File: config.mk
export PLATFORM = sky130hd
export DESIGN_NAME = spi_slave_core
export DESIGN_NICKNAME = d
export VERILOG_FILES = /design/src/rtl/spi_slave_core.sv
export SDC_FILE = /design/constraint.sdc
export NUM_CORES = 1
export LEC_CHECK = 0
export BUFFER_PORTS_ARGS = -buffer_cell sky130_fd_sc_hd__buf_2
export CAP_MARGIN = 0
export CORE_AREA = 2 2 104 106
export DETAILED_ROUTE_END_ITERATION = 10
export DIE_AREA = 0 0 106 108
export PLACE_DENSITY = 0.77
export REMOVE_ABC_BUFFERS = 1
export SETUP_SLACK_MARGIN = 0.3
export SLEW_MARGIN = 10
export SYNTH_ARGS = -nofsm -noshare
export SYNTH_HDL_FRONTEND = slang
export SYNTH_SLANG_ARGS = --single-unit
export TNS_END_PERCENT = 1
File: constraint.sdc
create_clock -name clk -period 5 [get_ports clk]
set_input_delay 0.25 -clock clk [delete_from_list [all_inputs] [get_ports clk]]
set_output_delay 0.25 -clock clk [all_outputs]
set_load 0.02 [all_outputs]
File: src/rtl/spi_slave_core.sv
// Mode-0 SPI responder: oversamples sclk/ss_n/mosi in the clk domain and exchanges one DATA_W word per frame.
// Define SPI_SLAVE_FRAME_ERR_EN to add the frame_err pulse and err_cnt counter for aborted frames.
module spi_slave_core #(
    parameter int unsigned       DATA_W        = 32,
    parameter int unsigned       SYNC_STAGES   = 2,
    parameter logic [DATA_W-1:0] UNDERRUN_WORD = '0
) (
    input  logic              clk,
    input  logic              reset,
    input  logic              sclk,
    input  logic              ss_n,
    input  logic              mosi,
    output logic              miso,
    output logic              miso_oe,
    input  logic [DATA_W-1:0] tx_data,
    input  logic              tx_valid,
    output logic              tx_ready,
    output logic [DATA_W-1:0] rx_data,
    output logic              rx_valid,
    output logic              busy,
    output logic              underrun
`ifdef SPI_SLAVE_FRAME_ERR_EN
    ,
    output logic              frame_err,
    output logic [7:0]        err_cnt
`endif
);

    localparam int unsigned      CNT_W    = $clog2(DATA_W + 1);
    localparam logic [CNT_W-1:0] CNT_FULL = CNT_W'(DATA_W);
    localparam logic [CNT_W-1:0] CNT_LAST = CNT_W'(DATA_W - 1);

    typedef enum logic {
        S_IDLE   = 1'b0,
        S_ACTIVE = 1'b1
    } state_t;

    logic [SYNC_STAGES-1:0] r_sclk_sync;
    logic [SYNC_STAGES-1:0] r_ss_sync;
    logic [SYNC_STAGES-1:0] r_mosi_sync;
    logic                   r_sclk_last;

    logic w_sclk_s;
    logic w_ss_s;
    logic w_mosi_s;
    logic w_sclk_rise;
    logic w_sclk_fall;

    state_t            r_state;
    state_t            w_state_next;
    logic [DATA_W-1:0] r_tx_shift;
    logic [DATA_W-1:0] w_tx_shift_next;
    logic [DATA_W-1:0] r_rx_shift;
    logic [DATA_W-1:0] w_rx_shift_next;
    logic [CNT_W-1:0]  r_bit_cnt;
    logic [CNT_W-1:0]  w_bit_cnt_next;
    logic              r_miso;
    logic              w_miso_next;
    logic [DATA_W-1:0] r_rx_data;
    logic [DATA_W-1:0] w_rx_data_next;
    logic              r_rx_valid;
    logic              w_rx_valid_next;
    logic              r_underrun;
    logic              w_underrun_next;

    logic [DATA_W-1:0] r_hold;
    logic              r_hold_full;
    logic              w_copy_hold;
    logic [DATA_W-1:0] w_reload_word;

    // ss_n synchronisers idle high so a reset never looks like a select.
    always_ff @(posedge clk or posedge reset) begin
        if (reset) begin
            r_sclk_sync <= '0;
            r_ss_sync   <= '1;
            r_mosi_sync <= '0;
            r_sclk_last <= 1'b0;
        end else begin
            r_sclk_sync <= {r_sclk_sync[SYNC_STAGES-2:0], sclk};
            r_ss_sync   <= {r_ss_sync[SYNC_STAGES-2:0], ss_n};
            r_mosi_sync <= {r_mosi_sync[SYNC_STAGES-2:0], mosi};
            r_sclk_last <= r_sclk_sync[SYNC_STAGES-1];
        end
    end

    assign w_sclk_s    = r_sclk_sync[SYNC_STAGES-1];
    assign w_ss_s      = r_ss_sync[SYNC_STAGES-1];
    assign w_mosi_s    = r_mosi_sync[SYNC_STAGES-1];
    assign w_sclk_rise = w_sclk_s & ~r_sclk_last;
    assign w_sclk_fall = ~w_sclk_s & r_sclk_last;

    assign w_reload_word = r_hold_full ? r_hold : UNDERRUN_WORD;

    // A copy and a new accept never coincide: tx_ready is low whenever the hold is full.
    always_ff @(posedge clk or posedge reset) begin
        if (reset) begin
            r_hold      <= '0;
            r_hold_full <= 1'b0;
        end else if (w_copy_hold) begin
            r_hold_full <= 1'b0;
        end else if (tx_valid && !r_hold_full) begin
            r_hold      <= tx_data;
            r_hold_full <= 1'b1;
        end
    end

    always_ff @(posedge clk or posedge reset) begin
        if (reset) begin
            r_state <= S_IDLE;
        end else begin
            r_state <= w_state_next;
        end
    end

    always_comb begin
        w_state_next    = r_state;
        w_tx_shift_next = r_tx_shift;
        w_rx_shift_next = r_rx_shift;
        w_bit_cnt_next  = r_bit_cnt;
        w_miso_next     = r_miso;
        w_rx_data_next  = r_rx_data;
        w_rx_valid_next = 1'b0;
        w_underrun_next = 1'b0;
        w_copy_hold     = 1'b0;
        case (r_state)
            S_IDLE: begin
                w_miso_next = 1'b0;
                if (!w_ss_s) begin
                    w_state_next    = S_ACTIVE;
                    w_tx_shift_next = w_reload_word;
                    w_miso_next     = w_reload_word[DATA_W-1];
                    w_underrun_next = ~r_hold_full;
                    w_copy_hold     = r_hold_full;
                    w_bit_cnt_next  = '0;
                end
            end
            S_ACTIVE: begin
                if (w_ss_s) begin
                    w_state_next = S_IDLE;
                    w_miso_next  = 1'b0;
                end else if (w_sclk_rise) begin
                    if (r_bit_cnt != CNT_FULL) begin
                        w_rx_shift_next = {r_rx_shift[DATA_W-2:0], w_mosi_s};
                        w_bit_cnt_next  = r_bit_cnt + CNT_W'(1);
                        if (r_bit_cnt == CNT_LAST) begin
                            w_rx_data_next  = {r_rx_shift[DATA_W-2:0], w_mosi_s};
                            w_rx_valid_next = 1'b1;
                        end
                    end
                end else if (w_sclk_fall) begin
                    // The falling edge after the last bit starts the next burst word instead of shifting.
                    if (r_bit_cnt == CNT_FULL) begin
                        w_tx_shift_next = w_reload_word;
                        w_miso_next     = w_reload_word[DATA_W-1];
                        w_underrun_next = ~r_hold_full;
                        w_copy_hold     = r_hold_full;
                        w_bit_cnt_next  = '0;
                    end else begin
                        w_tx_shift_next = {r_tx_shift[DATA_W-2:0], 1'b0};
                        w_miso_next     = r_tx_shift[DATA_W-2];
                    end
                end
            end
            default: begin
                w_state_next = S_IDLE;
            end
        endcase
    end

    always_ff @(posedge clk or posedge reset) begin
        if (reset) begin
            r_tx_shift <= '0;
            r_rx_shift <= '0;
            r_bit_cnt  <= '0;
            r_miso     <= 1'b0;
            r_rx_data  <= '0;
            r_rx_valid <= 1'b0;
            r_underrun <= 1'b0;
        end else begin
            r_tx_shift <= w_tx_shift_next;
            r_rx_shift <= w_rx_shift_next;
            r_bit_cnt  <= w_bit_cnt_next;
            r_miso     <= w_miso_next;
            r_rx_data  <= w_rx_data_next;
            r_rx_valid <= w_rx_valid_next;
            r_underrun <= w_underrun_next;
        end
    end

    assign miso     = r_miso;
    assign miso_oe  = (r_state == S_ACTIVE);
    assign busy     = (r_state == S_ACTIVE);
    assign tx_ready = ~r_hold_full;
    assign rx_data  = r_rx_data;
    assign rx_valid = r_rx_valid;
    assign underrun = r_underrun;

`ifdef SPI_SLAVE_FRAME_ERR_EN
    logic       w_abort;
    logic       r_frame_err;
    logic [7:0] r_err_cnt;

    assign w_abort = (r_state == S_ACTIVE) && w_ss_s
                     && (r_bit_cnt != '0) && (r_bit_cnt != CNT_FULL);

    always_ff @(posedge clk or posedge reset) begin
        if (reset) begin
            r_frame_err <= 1'b0;
            r_err_cnt   <= 8'd0;
        end else begin
            r_frame_err <= w_abort;
            if (w_abort && (r_err_cnt != 8'hFF)) begin
                r_err_cnt <= r_err_cnt + 8'd1;
            end
        end
    end

    assign frame_err = r_frame_err;
    assign err_cnt   = r_err_cnt;
`endif

endmodule

# Yosys cells after proc, flatten, opt, wreduce, memory -nomap -nowiden
# Index checks and enable logic that the tools add are counted.
# totals
output_inout_bits	38
regBits	144
in_bits	38
elab_cells	84
# op_classes
reduce_logical	9
n_addsub	1
eq_ne	12
bitwise_logic	8
n_mux	40
# op_table
operator	n
31-bit two-way mux	5
31-bit case mux with 2 select lines	1
6-bit two-way mux	6
32-bit two-way mux	1
1-bit two-way mux	23
6-bit case mux with 2 select lines	1
5-bit AND reduction	2
3-bit inequality test (second input constant)	3
2-bit inequality test (second input constant)	4
4-bit AND reduction	2
6-bit by 1-bit adder with 6-bit output (second input constant)	1
6-bit by 5-bit == test with 1-bit output (second input constant)	1
6-bit == test (second input constant)	1
3-bit by 2-bit inequality test with 1-bit output (second input constant)	2
6-bit inequality test (second input constant)	1
1-bit inverter	6
1-bit case mux with 2 select lines	3
2-bit AND reduction	2
1-bit bitwise AND	2
2-bit nonzero test	1
1-bit logical AND	1
1-bit logical NOT	1

# Longest topological paths before layout
# Gate-level depths: netlist of the first run.
# depth
ltp_word	8
ltp_mapped	8
mapped_depth_nobuf	6

# Worst setup path before layout of the first run
# OpenSTA, ideal clock, no wires.
# synth_timing
path_kind	reg2reg
from	reg r_bit_cnt[2]
to	reg r_tx_shift[10]
setup_slack_ps	3021
synth_period_minus_slack_ps	1979
setup_ps	126
t_required_ps	4874
t_arrival_ps	1852
path_stages_with_launch	7
n_path_buf	2
cell_sequence	dfrtp_1 or3b_1 buf_2 o21ai_2 nor2_1 clkbuf_1 a221o_2
# synth_between
elab_chain_cells	6
# synth_lines
item	line	text
start, declared	55	logic [CNT_W-1:0] r_bit_cnt;
start signal, assigned	182	r_bit_cnt <= w_bit_cnt_next;
6-bit == test	152	if (r_bit_cnt == CNT_FULL) begin
31-bit two-way mux	152	
31-bit two-way mux	150	end else if (w_sclk_fall) begin
31-bit two-way mux	141	end else if (w_sclk_rise) begin
31-bit two-way mux	138	if (w_ss_s) begin
31-bit case mux with 2 select lines	125	case (r_state)
end signal, assigned	180	r_tx_shift <= w_tx_shift_next;
end, declared	51	logic [DATA_W-1:0] r_tx_shift;
# No other way between the ends. The select of a mux whose other input is x is not followed.
# A chain may end at the register's enable or synchronous reset.

# Worst setup path in the final report of the first run
# layout_timing
from	reg r_bit_cnt[2]
to	reg r_tx_shift[16]
# Same word-level chain as after synthesis.

==> impl_metrics.yaml, run 1 <==
critical_path:
  required_ns: 5.46
  critPathMaxFanout: 28
  slowest_stage: "nor3_4"
  critPathBufInv: 0
  cp_top_family: "simple AND/OR/NAND/NOR gates"
  end_kind: "flip-flop"
  path_class: "flip-flop to flip-flop"
  start_kind: "flip-flop"
  worstPathArrival_ns: 3.06
  cp_cell_sequence: "or3b_1 > o31a_1 > nor3_4 > a221o_2"
  slowest_delay_ns: 0.84
power:
  p_per_area_mw_per_mm2: 432
  p_clk_frac: 0.380
  p_seq_frac: 0.492
  ir_worst_vdd_mv: 0.247
  p_sw_frac: 0.250
  p_int_mw: 2.30
  p_sw_mw: 0.768
  combPwrFrac: 0.128
  power_leakage_nw: 3.47
route:
  vias: 3492
  drc: 0
  first_pass_iters: 4
  viasPerCell: 5.43
  ant_nets: 0
  drt_iter0_markers: 189
  drt_wl_total_um: 10300
  wl_per_cell_um: 16.1
sta:
  worst_pin_slew_ns: 1.11
  rsz0062_at_grt: "false"
  whs_ns: 0.225
  finalCritPeriodShare: 0.521
  period_needed_ns: 2.60
  slew_violations: 0
  hold_viol: 0
  setup_violations: 0
  finClkSkew_ns: 0.00728
  relSlewSlack: 0.258
  max_freq_mhz: 384
  setup_tns_ns: 0
synthesis:
  synth-edff-count: 0
  yosysMostFrequentCell: "dfrtp_1"
  netlist_instances: 383
  synth_seq_cells: 144
  yosys.area.top_type: "dfrtp_1"
  synthDistinctLibCells: 38
  synth_top_flop_cell: "dfrtp_1"
  synth_top_area_frac: 0.622
  yosysSeqAreaShare: 0.631
  yosys-top-cells-count: "dfrtp_1, mux2_2, and2_1"
  synth-warning-count: 0
  synthArstFlopShare: 1.00
  syn_area_sq_mm: 0.00571
  synthTopCellsByArea: "dfrtp_1, mux2_2, a221o_2"
  syn_area_per_cell_sq_um: 14.9
placed_design:
  io_buffers: 75
  dp_hpwl_um: 6230
  finalWeightedCongestion: 0.784
global_routing:
  grt_pass1_wl_um: 17600
  first_global_vias: 3637
  antenna_found_initial: 0
  grtUsageTotal: 0.200
  grt-ovfl-total: 0
  grt_max_degree: 81
final_layout:
  num-fill-cells: 727
  seq_area_sq_mm: 0.00361
  multi_input_area_sq_mm: 0.00198
  nets: 534
  diodes: 0
  syn_to_final_growth_pct: 24.3
  drive_gt1_frac: 0.456
floorplan:
  core_area_sq_mm: 0.0102
  fp.dieW_um: 106
  dieArea_sq_mm: 0.0114
  start_util: 0.558
  fp.dieH_um: 108
  boundaryPins: 76
  rows: 37
clocking:
  cts_resized: 0
  path_clk_slew_ns: 0.06
  h-tree-depth: 4
  cts.sinks: 144
  root_buffer: "clkbuf_8"
  cts_tree: "done"
  clk_latency_ns: 0.52
  cts_buffer_depth: 2
  numCtsBuffers: 17
outcome:
  status: "finished, final reports clean"
run:
  max_cap_violations: 0
hold_path:
  hold_class: "input port to flip-flop"
[layout by cell type, fill, tap and decap left out, drive strengths merged]
cell type    instances
a2111oi              2
a21o                 1
a21oi                1
a221o               27
a22o                 1
a311oi               1
and2                30
buf                 78
bufinv               1
clkbuf              19
clkinv               6
clkinvlp             5
dfrtp              142
dfstp                2
dlygate4sd3         36
ha                   2
inv                  9
mux2                94
mux2i                7
nand2                6
nand2b               3
nand3                5
nand3b               1
nand4                1
nand4b               1
nor2                 2
nor2b                2
nor3                 3
nor3b                1
o211ai               4
o21ai                8
o21bai               2
o2bb2ai              1
o31a                 1
or3                  1
or3b                 1
[cell families after synthesis]
group | synth area share
AO/OA/AOI/OAI | 0.0811
adder cells (fa/ha/maj) | 0.00438
AND/OR/NAND/NOR | 0.0605
multiplexers | 0.198
buffers and inverters | 0.0252
flip-flops | 0.631
[power by group through the flow]
stage | Clock (mW) | Combinational [mW] | Sequential [mW]
after floorplan | 0 | 0.303 | 1.47
after global placement | 0 | 0.353 | 1.51
after detailed placement | 0 | 0.377 | 1.52
after CTS | 1.19 | 0.399 | 1.51
after global routing | 1.24 | 0.438 | 1.53
final | 1.17 | 0.394 | 1.51
[registers in the layout, indices dropped and copies added, names as in the netlist]
name	count
r_tx_shift	31
rx_valid	1
r_hold_full	1
r_sclk_last	1
r_ss_sync	2
miso	1
r_mosi_sync	2
busy	1
rx_data	32
underrun	1
r_hold	32
r_sclk_sync	2
r_bit_cnt	6
r_rx_shift	31
[through the flow]
step	cells	instance area, sq um	power, mW	utilization	setup WS [ns]
2_1_floorplan	361	5600	1.78	-	0.887
3_3_place_gp	575	6180	1.87	0.605	2.52
3_5_place_dp	575	6180	1.89	0.605	2.41
6_report	643	7100	3.07	0.694	2.40
5_1_grt	643	7100	3.21	0.694	2.24
4_1_cts	643	7100	3.09	0.694	2.40
[path summary, 6_finish.rpt]
path / slack [ns] / from / to / depth (start not counted)
setup / recovery: 2.40 / r_bit_cnt[2]$_DFFE_PP0P_ / r_tx_shift[16]$_DFFE_PP0P_ / 4
hold / removal: 0.22 / tx_valid / r_hold_full$_DFFE_PP0P_ / 3
setup reg to reg: 2.40 / r_bit_cnt[2]$_DFFE_PP0P_ / r_tx_shift[16]$_DFFE_PP0P_ / 4
hold reg to reg: 0.35 / r_sclk_sync[0]$_DFF_PP0_ / r_sclk_sync[1]$_DFF_PP0_ / 0
max in group asynchronous: 3.34 / reset / rx_data[16]$_DFFE_PP0P_ / 4
min in group asynchronous: 0.42 / reset / underrun$_DFF_PP0_ / 3
[tightest hold or removal path, stage by stage]
cell	delay [ns]
buf_2	0.09
nor2b_2	0.20
nand2b_1	0.16
[metal layers]
layer  part of all wire  track usage
met1               0.44        0.246
met2               0.51        0.332
met3              0.037       0.0615
met4              0.020       0.0865
met5                  0            0
[area by class of cell]
| type | count | share of cell area |
|---|---|---|
| clock inverter | 13 | 0.0160 |
| sequential | 144 | 0.508 |
| timing repair buffer | 114 | 0.107 |
| clock buffer | 19 | 0.0622 |
| tap | 136 | 0.0240 |
| multi-input combinational | 209 | 0.278 |
| inverter | 8 | 0.00493 |
[what timing repair did]
action	4_1_cts	5_1_grt
setup endpoints to repair	0	0
hold endpoints to repair	112	0
hold buffers	36	0
setup buffers	0	0
Note: power is estimated with default switching activity, not from simulation.
==> run 2, diff against run 1 <==
- ABC_AREA: unset -> 1
- CORE_AREA: 2 2 104 106 -> 2 2 108 110
- DIE_AREA: 0 0 106 108 -> 0 0 110 112
- PLACE_DENSITY: 0.77 -> 0.78
- clock period: 5 -> 2.6 ns (I/O delays scaled with it)
==> run 2 against run 1 <==
  * First-iteration DRC count rose by 93%
  * Utilization fell by 1.9 points
  * Design area rose by 6.3%
  * Non-clock buffer count rose by 5
  * Combinational power rose by 130%
  * Critical path depth rose by 3
  * Critical endpoint is now rx_data[13]$_DFFE_PP0P_
  * Die area rose by 7.6%
  * Global-route usage rose by 1.7 points
  * Setup slack got worse by 1.8 ns
  * Clock power rose by 94%
==> impl_metrics.yaml, run 2 <==
outcome:
  status: "finished, final reports clean"
clocking:
  root_buffer: "clkbuf_16"
  clk_latency_ns: 0.42
  h-tree-depth: 4
  numCtsBuffers: 17
  cts_buffer_depth: 2
  cts.sinks: 144
  cts_resized: 0
  cts_tree: "done"
  path_clk_slew_ns: 0.06
critical_path:
  end_kind: "flip-flop"
  worstPathArrival_ns: 2.30
  start_kind: "flip-flop"
  critPathMaxFanout: 54
  path_class: "flip-flop to flip-flop"
  required_ns: 2.94
final_layout:
  final_cell_mix: "dfrtp_1, nand2_1, buf_2"
  drive_gt1_frac: 0.345
  final_common_cell: "dfrtp_1"
  finalNonFillerCells: 851
  nets: 735
  syn_to_final_growth_pct: 20.2
  num-fill-cells: 822
  diodes: 0
power:
  power_leakage_nw: 3.62
  p_per_area_mw_per_mm2: 819
  ir_worst_vdd_mv: 0.593
hold_path:
  hold_class: "input port to asynchronous set/reset pin"
synthesis:
  synth_seq_cells: 144
  synthArstFlopShare: 1.00
  yosys-top-cells-count: "dfrtp_1, nand2_1, nand3_1"
  synth-edff-count: 0
  synth_top_area_frac: 0.566
  synthTopCellsByArea: "dfrtp_1, o21ai_2, nand2_1"
  syn_area_per_cell_sq_um: 10.6
  netlist_instances: 591
  yosys.area.top_type: "dfrtp_1"
  synthDistinctLibCells: 31
  syn_area_sq_mm: 0.00628
  synth_top_flop_cell: "dfrtp_1"
  yosysMostFrequentCell: "dfrtp_1"
  yosysSeqAreaShare: 0.574
  synth-warning-count: 0
route:
  wl_per_cell_um: 14.5
  drt_iter0_markers: 365
  drt_wl_total_um: 12300
  ant_nets: 0
  drc: 0
  vias: 4536
  viasPerCell: 5.33
  first_pass_iters: 5
sta:
  postLayoutSetupSlackWorst_ns: 0.642
  slew_violations: 0
  finalCritPeriodShare: 0.753
  relSlewSlack: 0.468
  rsz0062_at_grt: "false"
  period_needed_ns: 1.96
  worst_pin_slew_ns: 0.795
  setup_tns_ns: 0
  max_freq_mhz: 511
  setup_violations: 0
  hold_viol: 0
  finClkSkew_ns: 0.00538
global_routing:
  grtUsageTotal: 0.218
  grt_max_degree: 68
  grt_pass1_wl_um: 20900
  grt-ovfl-total: 0
  first_global_vias: 4588
  antenna_found_initial: 0
placed_design:
  io_buffers: 75
  dp.cells: 783
  dp_hpwl_um: 7300
  finalWeightedCongestion: 0.804
  pre_cts_ws_ns: 0.645
floorplan:
  dieArea_sq_mm: 0.0123
  fp.dieW_um: 110
  rows: 39
  start_util: 0.562
  fp.dieH_um: 112
  core_area_sq_mm: 0.0112
  boundaryPins: 76
run:
  max_cap_violations: 0
==> run 2: changes by cell type in the layout (fill, tap and decap cells not counted), moves of 7 or more <==
cell	delta
nor2_1	+11
a221o_1	-10
a221o_2	-17
nand3_1	+57
and2_1	-30
nand4_1	+27
mux2i_1	-7
nand2_1	+115
mux2_2	-62
o21ai_2	+60
nand2_2	+25
inv_1	+37
==> run 2: stage by stage <==
step                      cell area [sq um]  hold slack, ns  power (mW)  utilization
final                                  7550           0.351        6.18        0.675
after global routing                   7550           0.347        6.47        0.675
after CTS                              7550           0.336        6.20        0.675
after detailed placement               6630           0.240        3.88        0.594
after global placement                 6630           0.239        3.81        0.594
after floorplan                        6010           0.134        3.60            -
==> run 2: final timing paths <==
| path | from | endpoint | slack, ns | depth (start not counted) |
|---|---|---|---|---|
| setup reg to reg | r_bit_cnt[0]$_DFFE_PP0P_ | rx_data[13]$_DFFE_PP0P_ | 0.64 | 7 |
| hold reg to reg | r_mosi_sync[0]$_DFF_PP0_ | r_mosi_sync[1]$_DFF_PP0_ | 0.35 | 0 |
| min in group clk | mosi | r_mosi_sync[0]$_DFF_PP0_ | 0.35 | 2 |
| hold / removal | reset | r_rx_shift[14]$_DFFE_PP0P_ | 0.35 | 3 |
| max in group asynchronous | reset | r_tx_shift[13]$_DFFE_PP0P_ | 1.34 | 4 |
| setup / recovery | r_bit_cnt[0]$_DFFE_PP0P_ | rx_data[13]$_DFFE_PP0P_ | 0.64 | 7 |
==> run 2: per-layer routing <==
metal / global-route usage / wire (um) / up-vias
met5: 0 / 0 / -
met3: 0.0568 / 516 / 38
li1: - / - / 2151
met4: 0.109 / 400 / 0
met2: 0.334 / 6090 / 134
met1: 0.285 / 5310 / 2213
==> run 2: what timing repair did <==
action	CTS	global route
hold buffers	36	0
setup buffers	0	0
hold endpoints to repair	99	0
==> run 2: worst max-delay path, cell delays in order, from the launching register on <==
cell	delay [ns]
dfrtp_1	0.41
ha_1	0.23
nand2_1	0.12
nor3_2	0.07
nand2_4	0.15
buf_4	0.64
nand2_1	0.14
o21ai_2	0.09
==> run 2: area by class of cell <==
cell class              count  area (sq um)  share of cell area
clock buffers              26           499              0.0661
clock inverters             6          55.1             0.00729
inverters                  50           195              0.0259
multi-input cells         363          2220               0.294
flip-flops and latches    144          3610               0.478
well taps                 143           179              0.0237
repair buffers            119           796               0.105
==> run 2: report_power, final <==
group	leakage [nW]	total, mW	internal, mW	switching [mW]
Combinational	1.47	0.923	0.445	0.478
Sequential	1.88	2.99	2.71	0.274
Clock	0.278	2.27	1.41	0.862
Total	3.62	6.18	4.57	1.61
==> run 2: kinds of logic after synthesis <==
family | after synthesis | share of synthesized area
AO/OA/AOI/OAI | 70 | 0.0926
AND/OR/NAND/NOR | 259 | 0.199
multiplexers | 32 | 0.0574
buffers and inverters | 84 | 0.0727
adder cells (fa/ha/maj) | 2 | 0.00398
flip-flops | 144 | 0.574
